--- src/rtl/rr_priority_arbiter_if.sv ---
// Request/grant bundle for rr_priority_arbiter.
// The slave side is the arbiter. The master side is the request source plus the grant consumer.
interface rr_priority_arbiter_if #(
    parameter int N = 8,
    parameter int W = $clog2(N)
) ();
    logic [N-1:0] req;
    logic         rr_en;
    logic         out_ready;
    logic         out_valid;
    logic [W-1:0] out_idx;
    logic [N-1:0] out_onehot;

    modport master (
        output req, rr_en, out_ready,
        input  out_valid, out_idx, out_onehot
    );

    modport slave (
        input  req, rr_en, out_ready,
        output out_valid, out_idx, out_onehot
    );
endinterface

--- src/rtl/rr_priority_arbiter.sv ---
// Registered N-way arbiter with a valid/ready handshake on its output.
// It supports fixed priority (highest index wins) and round-robin selection.
module rr_priority_arbiter #(
    parameter int N = 8,
    parameter int W = $clog2(N)
) (
    input logic                  clk,
    input logic                  rst_n,
    rr_priority_arbiter_if.slave bus
);
    localparam logic [N-1:0] ONE = {{(N-1){1'b0}}, 1'b1};

    logic [W-1:0] ptr;
    logic [W-1:0] next_ptr;
    logic [W-1:0] ptr_eff;
    logic [W-1:0] fx_win;
    logic [W-1:0] rr_win;
    logic [W-1:0] winner;
    logic [W-1:0] cand;
    logic         rr_found;
    logic         accept;
    logic         load;
    logic         any_req;

    function automatic int wrap_dn(int p, int o);
        return (p - o + N) % N;
    endfunction

    assign accept   = bus.out_valid && bus.out_ready;
    assign load     = !bus.out_valid || bus.out_ready;
    assign any_req  = |bus.req;
    assign next_ptr = (bus.out_idx == '0) ? W'(N - 1) : bus.out_idx - W'(1);
    // A grant that is accepted this cycle moves the search start for the winner loaded in the same cycle.
    assign ptr_eff  = accept ? next_ptr : ptr;

    always_comb begin
        fx_win = '0;
        for (int i = 0; i < N; i++) begin
            if (bus.req[i]) fx_win = W'(i);
        end
    end

    always_comb begin
        rr_win   = '0;
        rr_found = 1'b0;
        cand     = '0;
        for (int o = 0; o < N; o++) begin
            cand = W'(wrap_dn(int'(ptr_eff), o));
            if (!rr_found && bus.req[cand]) begin
                rr_found = 1'b1;
                rr_win   = cand;
            end
        end
    end

    assign winner = bus.rr_en ? rr_win : fx_win;

    always_ff @(posedge clk) begin
        if (!rst_n) begin
            bus.out_valid  <= 1'b0;
            bus.out_idx    <= '0;
            bus.out_onehot <= '0;
            ptr            <= W'(N - 1);
        end else begin
            ptr <= ptr_eff;
            if (load) begin
                bus.out_valid  <= any_req;
                bus.out_idx    <= any_req ? winner : '0;
                bus.out_onehot <= any_req ? (ONE << winner) : '0;
            end
        end
    end
endmodule

--- src/flat_wrapper.sv ---
// flat-port wrapper written by rule: the top's interface ports become plain ports
module rr_priority_arbiter_flat 
#(
    parameter int N = 8,
    parameter int W = $clog2(N)
)
  (clk, rst_n, bus_req, bus_rr_en, bus_out_ready, bus_out_valid, bus_out_idx, bus_out_onehot);
  rr_priority_arbiter_if #(.N(N), .W(W)) bus_i ();
  input logic clk;
  input logic rst_n;
  input wire logic [$bits(bus_i.req)-1:0] bus_req;
  input wire logic [$bits(bus_i.rr_en)-1:0] bus_rr_en;
  input wire logic [$bits(bus_i.out_ready)-1:0] bus_out_ready;
  output wire logic [$bits(bus_i.out_valid)-1:0] bus_out_valid;
  output wire logic [$bits(bus_i.out_idx)-1:0] bus_out_idx;
  output wire logic [$bits(bus_i.out_onehot)-1:0] bus_out_onehot;
  assign bus_i.req = bus_req;
  assign bus_i.rr_en = bus_rr_en;
  assign bus_i.out_ready = bus_out_ready;
  assign bus_out_valid = bus_i.out_valid;
  assign bus_out_idx = bus_i.out_idx;
  assign bus_out_onehot = bus_i.out_onehot;
  rr_priority_arbiter #(.N(N), .W(W)) u_core (.clk(clk), .rst_n(rst_n), .bus(bus_i));
endmodule
--- config.mk ---
export PLATFORM = sky130hd
export DESIGN_NAME = rr_priority_arbiter_flat
export DESIGN_NICKNAME = d
export VERILOG_FILES = /design/src/rtl/rr_priority_arbiter_if.sv /design/src/rtl/rr_priority_arbiter.sv /design/src/flat_wrapper.sv
export SDC_FILE = /design/constraint.sdc
export NUM_CORES = 1
export LEC_CHECK = 0
export ABC_AREA = 0
export CELL_PAD_IN_SITES_DETAIL_PLACEMENT = 1
export CELL_PAD_IN_SITES_GLOBAL_PLACEMENT = 1
export CORE_ASPECT_RATIO = 1.2
export CORE_UTILIZATION = 42
export DETAILED_ROUTE_END_ITERATION = 16
export GPL_ROUTABILITY_DRIVEN = 0
export PLACE_DENSITY = 0.85
export SLEW_MARGIN = 40
export SYNTH_ARGS = -nofsm -noshare
export SYNTH_HDL_FRONTEND = slang
export SYNTH_SLANG_ARGS = --single-unit
--- constraint.sdc ---
create_clock -name clk -period 4.76 [get_ports clk]
set_clock_uncertainty 0.05 [all_clocks]
set_input_delay 1.428 -clock clk [delete_from_list [all_inputs] [get_ports clk]]
set_output_delay 1.428 -clock clk [all_outputs]
set_load 0.01 [all_outputs]
==> results.cfg <==
[synth]
ys_warn_count = 0
ys_seq_area_share_pct = 14.67
synth_fp_nets = 272
synth.distinct_cells = 76
syn_avg_cell_area_um2 = 7.965
ys_seq_elements = 15
synth_ff_type = dfxtp_1
synth_area_um2 = 2047
async_reset_ff_share_pct = 0
synth_edf_count = 0
netlist_instances = 257

[timing]
rsz0062_at_grt = no
relSlewSlack_pct = 66.08
fin_crit_sh_pct = 94.58
hold_viol = 0
timing.fmax_mhz = 222.1
fin_crit_ns = 4.502
finalMaxSlewViolations = 0
worst_slew_pin_slew_ns = 0.5081
setup_viol = 0
setup_tns_ns = 0

[floorplanning]
initial_core_util_pct = 44.23
core_area_um2 = 4628
fp.dieArea_um2 = 5158
ios = 24
rows = 27
die_w_um = 65.73
die_h_um = 78.48

[run]
drv_cap = 0

[setup_path]
cp-endpoint = u_core.bus.out_onehot[7]
worstSetupPathDepth = 14
reg2reg_from = u_core.bus.out_idx[0]
required_ns = 4.86
critical-path-max-stage-delay_ns = 0.44
critPathTopFamily = simple AND/OR/NAND/NOR gates
startpoint = bus_out_ready
path_buf_inv = 3
crit_path_top_delay_cell = or4_4
r2r_end = u_core.bus.out_onehot[7]
crit_arrival_ns = 4.60
cp-end-kind = register
cp_max_fo = 5
crit_type = in2reg
ff2ff_path_depth = 15
rrSetupSlack_ns = 0.65
cp_cell_sequence = dlymetal6s2s_1, buf_4, a21oi_4, or2_1, inv_4, ha_1, mux4_2, nor3b_1, nand3b_1, or4_4, a41oi_2, o41ai_4, nor2b_4, a32o_1
cp-start-kind = input pin

[final_layout]
fillers = 544
final_util_pct = 60.91
layout_commonest_cell = buf_4
n_antenna_cell = 0
drive_above_1_share_pct = 30.40
final_cell_mix = 61 x buf_4, 22 x clkdlybuf4s50_1, 21 x nand2_1
fin_nets = 345
syn_to_final_growth_pct = 37.71

[power]
internal_power_uw = 475.2
combPwrFrac_pct = 69.6
p_per_area_nw_per_um2 = 303.8
power.leakage_uw = 0.001149
peakVddDrop_mv = 0.2796
power.switching_uw = 381.1
pwr-share-clk_pct = 12.9
seq_power_share_pct = 17.5
p_sw_share_pct = 44.51

[clock_network]
clock-sinks = 15
clk_latency_ns = 0.26
cts_tree = yes
htreeDepth = 1
clockBufferDepth = 2
clk_pin_slew_worst_paths_ns = 0.06
cts_buffers = 3
root_buffer = clkbuf_8

[detailed_routing]
ant_nets = 0
drtIter0Drc = 278
drt-vias-per-instance = 6.773
num_vias = 2621
drc = 0
routedWlPerCell_um = 24.61
first_pass_iters = 5
wl_um = 9525

[run_status]
status = finished, final reports clean

[global_route]
grt_pass1_wl_um = 14540
grt_antenna_before_repair = 0
gr-usage-all-layers_pct = 37.90
overflow = 0
grt_pass1_vias = 2791
grt_max_degree = 18

[place]
io_buffers = 23
dp_hpwl_um = 6519

[hold_path]
hp-class = reg2reg
==> per-stage QoR <==
step / hold WS [ns] / power [uW] / setup slack, ns / cells / instance area [um2]
after floorplan: 0.4196 / 464.0 / 0.3457 / 257 / 2047
after global placement: 0.3913 / 666.6 / -0.09130 / 380 / 2710
after detailed placement: 0.4253 / 694.0 / -0.3035 / 380 / 2710
after CTS: 0.4416 / 806.2 / -0.0007283 / 384 / 2769
after global routing: 0.4592 / 888.7 / 0.1596 / 387 / 2819
final: 0.4426 / 856.4 / 0.2578 / 387 / 2819
==> sequential cells by signal (all words and copies together) (netlist names) <==
name	count
u_core.bus.out_onehot	8
u_core.bus.out_idx	3
u_core.ptr	3
u_core.bus.out_valid	1
==> Yosys cell counts, types with 8 or more instances <==
master    number  area, um2
nor2_1        20      75.07
nand3_1       14      70.07
mux2i_1        8      80.08
o21ai_0       10      50.05
clkbuf_1       8      30.03
inv_1         12      45.04
nand2_1       21      78.83
dfxtp_1       15      300.3
a21oi_1       15      75.07
==> worst register-to-register path: cells and delay by family, from the launching register on <==
| kind | cells | cell delay [ns] |
|---|---|---|
| AOI/OAI and AO/OA | 4 | 0.94 |
| adders and majority gates | 3 | 0.74 |
| buffers and inverters | 2 | 0.13 |
| DFF | 1 | 0.37 |
| muxes | 1 | 0.39 |
| and+or+nand+nor | 5 | 1.40 |
==> worst min path at each step <==
stage          cells past startpoint                     start                       end  slack [ns]
4_1_cts                            1  u_core.bus.out_onehot[3]  u_core.bus.out_onehot[3]        0.44
3_3_place_gp                       2  u_core.bus.out_onehot[6]  u_core.bus.out_onehot[6]        0.39
6_report                           1  u_core.bus.out_onehot[1]  u_core.bus.out_onehot[1]        0.44
5_1_grt                            1  u_core.bus.out_onehot[3]  u_core.bus.out_onehot[3]        0.46
2_1_floorplan                      2  u_core.bus.out_onehot[6]  u_core.bus.out_onehot[6]        0.42
3_5_place_dp                       1  u_core.bus.out_onehot[3]  u_core.bus.out_onehot[3]        0.43
==> metal layers <==
metal / up-vias / part of all wire (%) / global-route usage [%]
met5: - / 0 / 0
met4: 0 / 6.4 / 29.35
met3: 53 / 5.9 / 3.924
met1: 1249 / 37 / 41.56
met2: 179 / 51 / 64.90
li1: 1140 / - / -
==> kinds of logic (layout without fill, tap and decap cells) <==
logic type / after synthesis / count (layout) / share of synthesized area (%)
XOR/XNOR: 3 / 3 / 1.651
AND/OR/NAND/NOR: 93 / 93 / 25.49
AO/OA/AOI/OAI: 96 / 96 / 37.04
multiplexers: 14 / 14 / 10.51
buffers and inverters: 33 / 105 / 8.801
flip-flops: 15 / 15 / 14.67
adder cells (fa/ha/maj): 3 / 3 / 1.834
==> cell type report <==
cell class	count	area (um2)	share of cell area (%)
well taps	58	72.57	2.574
multi-input cells	209	1602	56.81
clock buffers	4	45.04	1.598
repair buffers	87	742.0	26.32
flip-flops and latches	15	300.3	10.65
inverters	14	57.56	2.042
==> power groups by stage <==
stage	combinational, uW	clock, uW	sequential [uW]
2_1_floorplan	312	0	152
3_3_place_gp	517	0	150
3_5_place_dp	543	0	151
4_1_cts	554	103	149
5_1_grt	624	114	151
6_report	596	110	150
==> repair_timing <==
| action | in CTS | in global routing |
|---|---|---|
| hold endpoints to repair | 0 | 0 |
| hold buffers | 0 | 0 |
| setup endpoints to repair | 3 | 10 |
| setup buffers | 0 | 3 |
| pin swaps | 1 | 4 |
| gates resized for setup | 3 | 4 |
Power figures use the tool's default switching activity.
